--- src/rtl/donut_pkg.sv ---
// Shared constants, Bayer table and pipeline record types for the donut pixel output stage.
package donut_pkg;

    localparam int H_DISPLAY_DEF = 1220;
    localparam int V_DISPLAY_DEF = 480;

    // Full-brightness fade level; L_eff = L when fade reaches this.
    localparam logic [4:0] FADE_MAX = 5'd16;

    // 4x4 ordered-dither thresholds, indexed [y][x].
    localparam logic [3:0] BAYER [0:3][0:3] = '{
        '{4'd0,  4'd8,  4'd2,  4'd10},
        '{4'd12, 4'd4,  4'd14, 4'd6 },
        '{4'd3,  4'd11, 4'd1,  4'd9 },
        '{4'd15, 4'd7,  4'd13, 4'd5 }
    };

    typedef enum logic {
        FADE_IN = 1'b0,
        RUN     = 1'b1
    } fade_state_e;

    typedef struct packed {
        logic       active;
        logic       vis;
        logic [5:0] luma;
        logic [3:0] t;
        logic       hs;
        logic       vs;
    } s1_t;

    typedef struct packed {
        logic [1:0] r;
        logic [1:0] g;
        logic [1:0] b;
        logic       hs;
        logic       vs;
    } pix_t;

endpackage

--- src/rtl/donut_pixel_out_if.sv ---
// Pixel-stage bus: timing counters and renderer result in, VGA pins and frame parity out.
interface donut_pixel_out_if;
    logic [10:0] h_count;
    logic [9:0]  v_count;
    logic        hsync_in;
    logic        vsync_in;
    logic        donut_visible;
    logic [5:0]  donut_luma;
    logic        frame;
    logic [1:0]  r;
    logic [1:0]  g;
    logic [1:0]  b;
    logic        hsync;
    logic        vsync;

    modport master (
        output h_count, v_count, hsync_in, vsync_in, donut_visible, donut_luma,
        input  frame, r, g, b, hsync, vsync
    );

    modport slave (
        input  h_count, v_count, hsync_in, vsync_in, donut_visible, donut_luma,
        output frame, r, g, b, hsync, vsync
    );
endinterface

--- src/rtl/donut_pixel_out_bayer4x4.sv ---
// Combinational 4x4 Bayer threshold lookup.
module bayer4x4
    import donut_pkg::*;
(
    input  logic [1:0] x,
    input  logic [1:0] y,
    output logic [3:0] t
);
    assign t = BAYER[y][x];
endmodule

--- src/rtl/donut_pixel_out.sv ---
// Donut pixel output stage: 2-clock dither/fade/blank pipeline plus power-on fade FSM.
// Optional macro DONUT_TEMPORAL_DITHER_EN inverts the dither threshold on odd frames.
module donut_pixel_out
    import donut_pkg::*;
#(
    parameter int H_DISPLAY      = H_DISPLAY_DEF,
    parameter int V_DISPLAY      = V_DISPLAY_DEF,
    parameter int DITHER_SHIFT   = 3,
    parameter int FADE_STEP_LOG2 = 1
) (
    input  logic             clk,
    input  logic             rst_n,
    donut_pixel_out_if.slave px
);

    localparam int SUB_W = (FADE_STEP_LOG2 > 0) ? FADE_STEP_LOG2 : 1;
    localparam logic [SUB_W-1:0] SUB_MAX = SUB_W'((1 << FADE_STEP_LOG2) - 1);

    localparam s1_t  S1_RST  = '{active: 1'b0, vis: 1'b0, luma: 6'd0, t: 4'd0, hs: 1'b1, vs: 1'b1};
    localparam pix_t PIX_RST = '{r: 2'd0, g: 2'd0, b: 2'd0, hs: 1'b1, vs: 1'b1};

    fade_state_e      state_q;
    logic [4:0]       fade_q;
    logic [SUB_W-1:0] sub_q;
    logic             frame_q;
    logic             frame_evt;

    s1_t        s1_d, s1_q;
    pix_t       pix_d, pix_q;
    logic [3:0] t_raw;
    logic [6:0] l_eff;
    logic [1:0] q;

    assign frame_evt = (px.h_count == 11'd0) && (px.v_count == 10'(V_DISPLAY));

    // Fade FSM: every 2^FADE_STEP_LOG2 frame events raise fade by one until full.
    always_ff @(posedge clk or negedge rst_n) begin
        if (!rst_n) begin
            state_q <= FADE_IN;
            fade_q  <= 5'd0;
            sub_q   <= '0;
            frame_q <= 1'b0;
        end else if (frame_evt) begin
            frame_q <= ~frame_q;
            if (state_q == FADE_IN) begin
                if (sub_q == SUB_MAX) begin
                    sub_q  <= '0;
                    fade_q <= fade_q + 5'd1;
                    if (fade_q == FADE_MAX - 5'd1) state_q <= RUN;
                end else begin
                    sub_q <= sub_q + 1'b1;
                end
            end
        end
    end

    bayer4x4 u_bayer (
        .x (px.h_count[DITHER_SHIFT+1:DITHER_SHIFT]),
        .y (px.v_count[1:0]),
        .t (t_raw)
    );

    always_comb begin
        s1_d        = S1_RST;
        s1_d.active = (px.h_count < 11'(H_DISPLAY)) && (px.v_count < 10'(V_DISPLAY));
        s1_d.vis    = px.donut_visible;
        s1_d.luma   = px.donut_luma;
        s1_d.hs     = px.hsync_in;
        s1_d.vs     = px.vsync_in;
`ifdef DONUT_TEMPORAL_DITHER_EN
        s1_d.t      = frame_q ? ~t_raw : t_raw;   // 15-T on odd frames
`else
        s1_d.t      = t_raw;
`endif
    end

    // sum = 3*L_eff + 4*T + 2 peaks at 251, so 8 bits never overflow.
    always_comb begin
        l_eff = 7'(({5'b0, s1_q.luma} * {6'b0, fade_q}) >> 4);
        q     = 2'(({1'b0, l_eff} * 8'd3 + {2'b0, s1_q.t, 2'b0} + 8'd2) >> 6);

        pix_d    = PIX_RST;
        pix_d.hs = s1_q.hs;
        pix_d.vs = s1_q.vs;
        if (s1_q.active) begin
            if (s1_q.vis) begin
                pix_d.r = q;
                pix_d.g = q;
                pix_d.b = q;
            end else begin
                pix_d.b = 2'd1;
            end
        end
    end

    always_ff @(posedge clk or negedge rst_n) begin
        if (!rst_n) begin
            s1_q  <= S1_RST;
            pix_q <= PIX_RST;
        end else begin
            s1_q  <= s1_d;
            pix_q <= pix_d;
        end
    end

    assign px.frame = frame_q;
    assign px.r     = pix_q.r;
    assign px.g     = pix_q.g;
    assign px.b     = pix_q.b;
    assign px.hsync = pix_q.hs;
    assign px.vsync = pix_q.vs;

endmodule
--- src/flat_wrapper.sv ---
// flat-port wrapper written by rule: the top's interface ports become plain ports
module donut_pixel_out_flat import donut_pkg::*;
#(
    parameter int H_DISPLAY      = H_DISPLAY_DEF,
    parameter int V_DISPLAY      = V_DISPLAY_DEF,
    parameter int DITHER_SHIFT   = 3,
    parameter int FADE_STEP_LOG2 = 1
)
  (clk, rst_n, px_h_count, px_v_count, px_hsync_in, px_vsync_in, px_donut_visible, px_donut_luma, px_frame, px_r, px_g, px_b, px_hsync, px_vsync);
  donut_pixel_out_if px_i ();
  input  logic clk;
  input  logic rst_n;
  input wire logic [$bits(px_i.h_count)-1:0] px_h_count;
  input wire logic [$bits(px_i.v_count)-1:0] px_v_count;
  input wire logic [$bits(px_i.hsync_in)-1:0] px_hsync_in;
  input wire logic [$bits(px_i.vsync_in)-1:0] px_vsync_in;
  input wire logic [$bits(px_i.donut_visible)-1:0] px_donut_visible;
  input wire logic [$bits(px_i.donut_luma)-1:0] px_donut_luma;
  output wire logic [$bits(px_i.frame)-1:0] px_frame;
  output wire logic [$bits(px_i.r)-1:0] px_r;
  output wire logic [$bits(px_i.g)-1:0] px_g;
  output wire logic [$bits(px_i.b)-1:0] px_b;
  output wire logic [$bits(px_i.hsync)-1:0] px_hsync;
  output wire logic [$bits(px_i.vsync)-1:0] px_vsync;
  assign px_i.h_count = px_h_count;
  assign px_i.v_count = px_v_count;
  assign px_i.hsync_in = px_hsync_in;
  assign px_i.vsync_in = px_vsync_in;
  assign px_i.donut_visible = px_donut_visible;
  assign px_i.donut_luma = px_donut_luma;
  assign px_frame = px_i.frame;
  assign px_r = px_i.r;
  assign px_g = px_i.g;
  assign px_b = px_i.b;
  assign px_hsync = px_i.hsync;
  assign px_vsync = px_i.vsync;
  donut_pixel_out #(.H_DISPLAY(H_DISPLAY), .V_DISPLAY(V_DISPLAY), .DITHER_SHIFT(DITHER_SHIFT), .FADE_STEP_LOG2(FADE_STEP_LOG2)) u_core (.clk(clk), .rst_n(rst_n), .px(px_i));
endmodule
--- config.mk ---
export PLATFORM = sky130hd
export DESIGN_NAME = donut_pixel_out_flat
export DESIGN_NICKNAME = d
export VERILOG_FILES = /design/src/rtl/donut_pkg.sv /design/src/rtl/donut_pixel_out_if.sv /design/src/rtl/donut_pixel_out_bayer4x4.sv /design/src/rtl/donut_pixel_out.sv /design/src/flat_wrapper.sv
export SDC_FILE = /design/constraint.sdc
export NUM_CORES = 1
export LEC_CHECK = 0
export CAP_MARGIN = 20
export CELL_PAD_IN_SITES_DETAIL_PLACEMENT = 0
export CELL_PAD_IN_SITES_GLOBAL_PLACEMENT = 1
export CORE_ASPECT_RATIO = 1.4
export CORE_MARGIN = 5
export CORE_UTILIZATION = 38
export CTS_BUF_LIST = sky130_fd_sc_hd__clkbuf_4
export DETAILED_ROUTE_END_ITERATION = 10
export PLACE_DENSITY_LB_ADDON = 0.1
export SYNTH_ARGS = -nofsm -noshare
export SYNTH_HDL_FRONTEND = slang
export SYNTH_SLANG_ARGS = --single-unit
--- constraint.sdc ---
create_clock -name clk -period 5.1 [get_ports clk]
set_clock_uncertainty 0.15 [all_clocks]
set_input_delay 0.51 -clock clk [delete_from_list [all_inputs] [get_ports clk]]
set_output_delay 0.51 -clock clk [all_outputs]
set_load 0.05 [all_outputs]
==> metrics.yaml <==
status: "finished, final reports clean"
p_per_area_nw_per_um2: 161
grt_pass1_vias: 1816
hold_class: "register to register"
dieWidth_um: 74.0
avgSynthCellArea_um2: 9.92
maxSlewHeadroom_pct: 65.9
postCtsHoldBufs: 0
cts_sinks: 27
initial_utilization_pct: 39.2
wl_per_cell_um: 13.0
ys.flop_type: "dfrtp_1"
reg2regPathDepth: 20
cpMostUsedCell: "fa_1"
rsz0062_at_grt: "yes"
ys_ff_latch: 27
layout_min_cycle_time_ps: 5090
fin_nets: 353
overflow: 0
combPwrFrac_pct: 32.7
worstSetupStartpoint: "u_core.fade_q[4]"
dieArea_um2: 7380
first_pass_iters: 4
crit_family: "adder cells"
p_leak_uw: 0.00142
critPathBufInv: 2
r2r-end: "u_core.px.b[1]"
die_h_um: 99.7
cp_num_cells: 20
worst_pin_slew_ps: 511
timing.hold.ws_ps: 216
clockBufferDepth: 2
finalHoldViolCount: 0
gp_congestion: 0.769
fillers: 507
io_buffers: 40
cts_tree: "built"
drtIter0Drc: 30
final-max-slew-violation-count: 0
p_int_uw: 343
path_max_fanout: 4
swShare_pct: 28.6
drive_gt1_share_pct: 23.0
r2r_start: "u_core.fade_q[4]"
max_stage_delay_ps: 530
ys_async_sr_fraction_pct: 100
grt_max_degree: 28
stdcell_count: 350
syn_area_um2: 2180
clockRootBuffer: "clkbuf_4"
path_clk_slew_ps: 130
post-route-drc-count: 0
cpMaxStageDelayCell: "fa_1"
synth_cell_types: 43
n_antenna_cell: 0
min_period_over_period_pct: 99.8
cp-start-kind: "register"
fin_util_pct: 53.7
synth_top_cell_by_area: "dfrtp_1"
grt_first_pass_wirelength_mm: 7.93
cap_violations: 0
rrSetupSlack_ps: 10
setup_viol: 0
ant_nets: 0
antenna_found_initial: 0
endpoint: "u_core.px.b[1]"
placed_cells: 339
arrival_ps: 5180
yosysTopAreaCellShare_pct: 26.4
ys_top_cells_by_area: "dfrtp_1, ha_1, fa_1, xor2_1, dfstp_2"
track_usage_pct: 13.4
core_area_um2: 5570
path_class: "register to register"
rows: 32
p_seq_share_pct: 47.9
crit_chain: "and2_4, fa_1, inv_1, fa_1, fa_1, inv_2, ha_4, nand4_1, o2111ai_2, a21oi_2, xnor2_2, a21oi_2, xor2_1, ha_1, ha_4, a21o_1, or3_1, o21ai_2, a21oi_1, nor3b_1"
num_io_pins: 41
crit_required_ps: 5190
routed_wl_mm: 4.54
end_kind: "register"
clk_latency_ps: 320
via_count: 1716
synth_edf_count: 0
pwr-share-clk_pct: 19.4
p_switching_uw: 138
routed_via_density: 4.90
max_freq_ghz: 0.197
htreeDepth: 1
area_growth_pct: 36.9
dp.final_hpwl_mm: 3.75
ys_seq_area_share_pct: 31.2
cts_made_buffers: 3
syn_inst: 220
peakVddDrop_uv: 121
yosysWarnings: 0
synth_fp_nets: 290
## power by group through the flow
stage / clock network, µW / registers (µW) / logic (µW)
6_report: 92.9 / 230 / 157
3_5_place_dp: 0 / 234 / 131
4_1_cts: 103 / 230 / 138
2_1_floorplan: 0 / 244 / 63.3
5_1_grt: 109 / 232 / 172
3_3_place_gp: 0 / 234 / 131
## synthesized netlist by cell type, types with 2 or more instances
cell and n:
a21o_1 4, a21oi_1 7, and2_1 13, and3_1 3, buf_2 2, buf_4 3
clkbuf_1 2, dfrtp_1 23, dfstp_2 4, fa_1 12, ha_1 26, inv_1 23
mux2i_1 3, nand2_1 23, nand2b_1 2, nand3_1 5, nand4_1 5, nor2_1 5
nor3_1 4, nor3b_1 2, nor4_1 3, o21ai_0 6, xnor2_1 7, xor2_1 14
## registers in the layout (all words and copies together), names as in the netlist
name and flops:
u_core.px.b 2, u_core.px.frame 1, u_core.px.hsync 1, u_core.sub_q 1
u_core.fade_q 5, u_core.px.vsync 1, u_core.px.g 1, u_core.state_q 1
u_core.s1_q 12, u_core.pix_d 2
## kinds of logic (layout without fill, tap and decap cells)
| logic type | count (synthesis) | count (layout) | share of synthesized area [%] |
|---|---|---|---|
| simple gates | 73 | 73 | 18.7 |
| fa+ha+maj | 38 | 38 | 25.9 |
| buf+inv | 32 | 94 | 6.19 |
| flops | 27 | 27 | 31.2 |
| compound gates | 25 | 25 | 7.68 |
| xor+xnor | 21 | 21 | 8.43 |
| mux | 4 | 4 | 1.89 |
## cells in the final DEF, fill, tap and decap left out, types with 3 or more instances in the layout
master           instances
ha_1                    22
mux2i_1                  3
buf_4                   27
nand3_1                  4
a21oi_2                  3
clkdlybuf4s50_1         40
nand2_1                 23
xnor2_1                  6
nand4_1                  5
xor2_1                  13
a21oi_1                  4
inv_1                   22
a21o_1                   4
dfstp_2                  4
and2_1                  12
o21ai_0                  3
clkbuf_4                 4
ha_4                     3
fa_1                    11
dfrtp_1                 23
nor4_1                   3
nor2_1                   5
## layout make-up
class                   instances  area [µm²]  share of cell area (%)
multi-input cells             161        1500                    50.3
flip-flops and latches         27         681                    22.8
repair buffers                 67         603                    20.2
inverters                      23        86.3                    2.89
well taps                      68        85.1                    2.85
clock buffers                   4        30.0                    1.01
## how the worst min path moves through the flow
| stage | to | from | cells after the start |
|---|---|---|---|
| 3_5_place_dp | u_core.px.hsync | u_core.pix_d[1] | 0 |
| 6_report | u_core.px.hsync | u_core.pix_d[1] | 0 |
| 4_1_cts | u_core.px.hsync | u_core.pix_d[1] | 0 |
| 3_3_place_gp | u_core.px.hsync | u_core.pix_d[1] | 0 |
| 2_1_floorplan | u_core.fade_q[0] | rst_n | 0 |
| 5_1_grt | u_core.px.hsync | u_core.pix_d[1] | 0 |
## layer usage
metal	routed length [µm]	vias up	global-route usage [%]	part of all wire [%]
li1	-	860	-	-
met1	2010	807	17.2	44
met2	2250	40	22.6	50
met3	187	9	1.62	4.1
met4	98	0	4.88	2.2
met5	0	-	0	0
## stage by stage
step           setup slack, ps  area, µm²  power [µW]  TNS, ps
3_3_place_gp              -116       2790         365     -125
5_1_grt                   -192       2990         513     -277
6_report                  11.5       2990         480        0
4_1_cts                 -0.852       2880         471   -0.852
3_5_place_dp              -136       2790         365     -225
2_1_floorplan             35.5       2200         307        0
## timing repair
item / CTS / global route
pin swaps: 20 / 18
setup endpoints to repair: 3 / 3
resized for setup: 7 / 16
cloned: 0 / 0
buffers inserted: 5 / 2
Note: power is estimated with default switching activity, not from simulation.
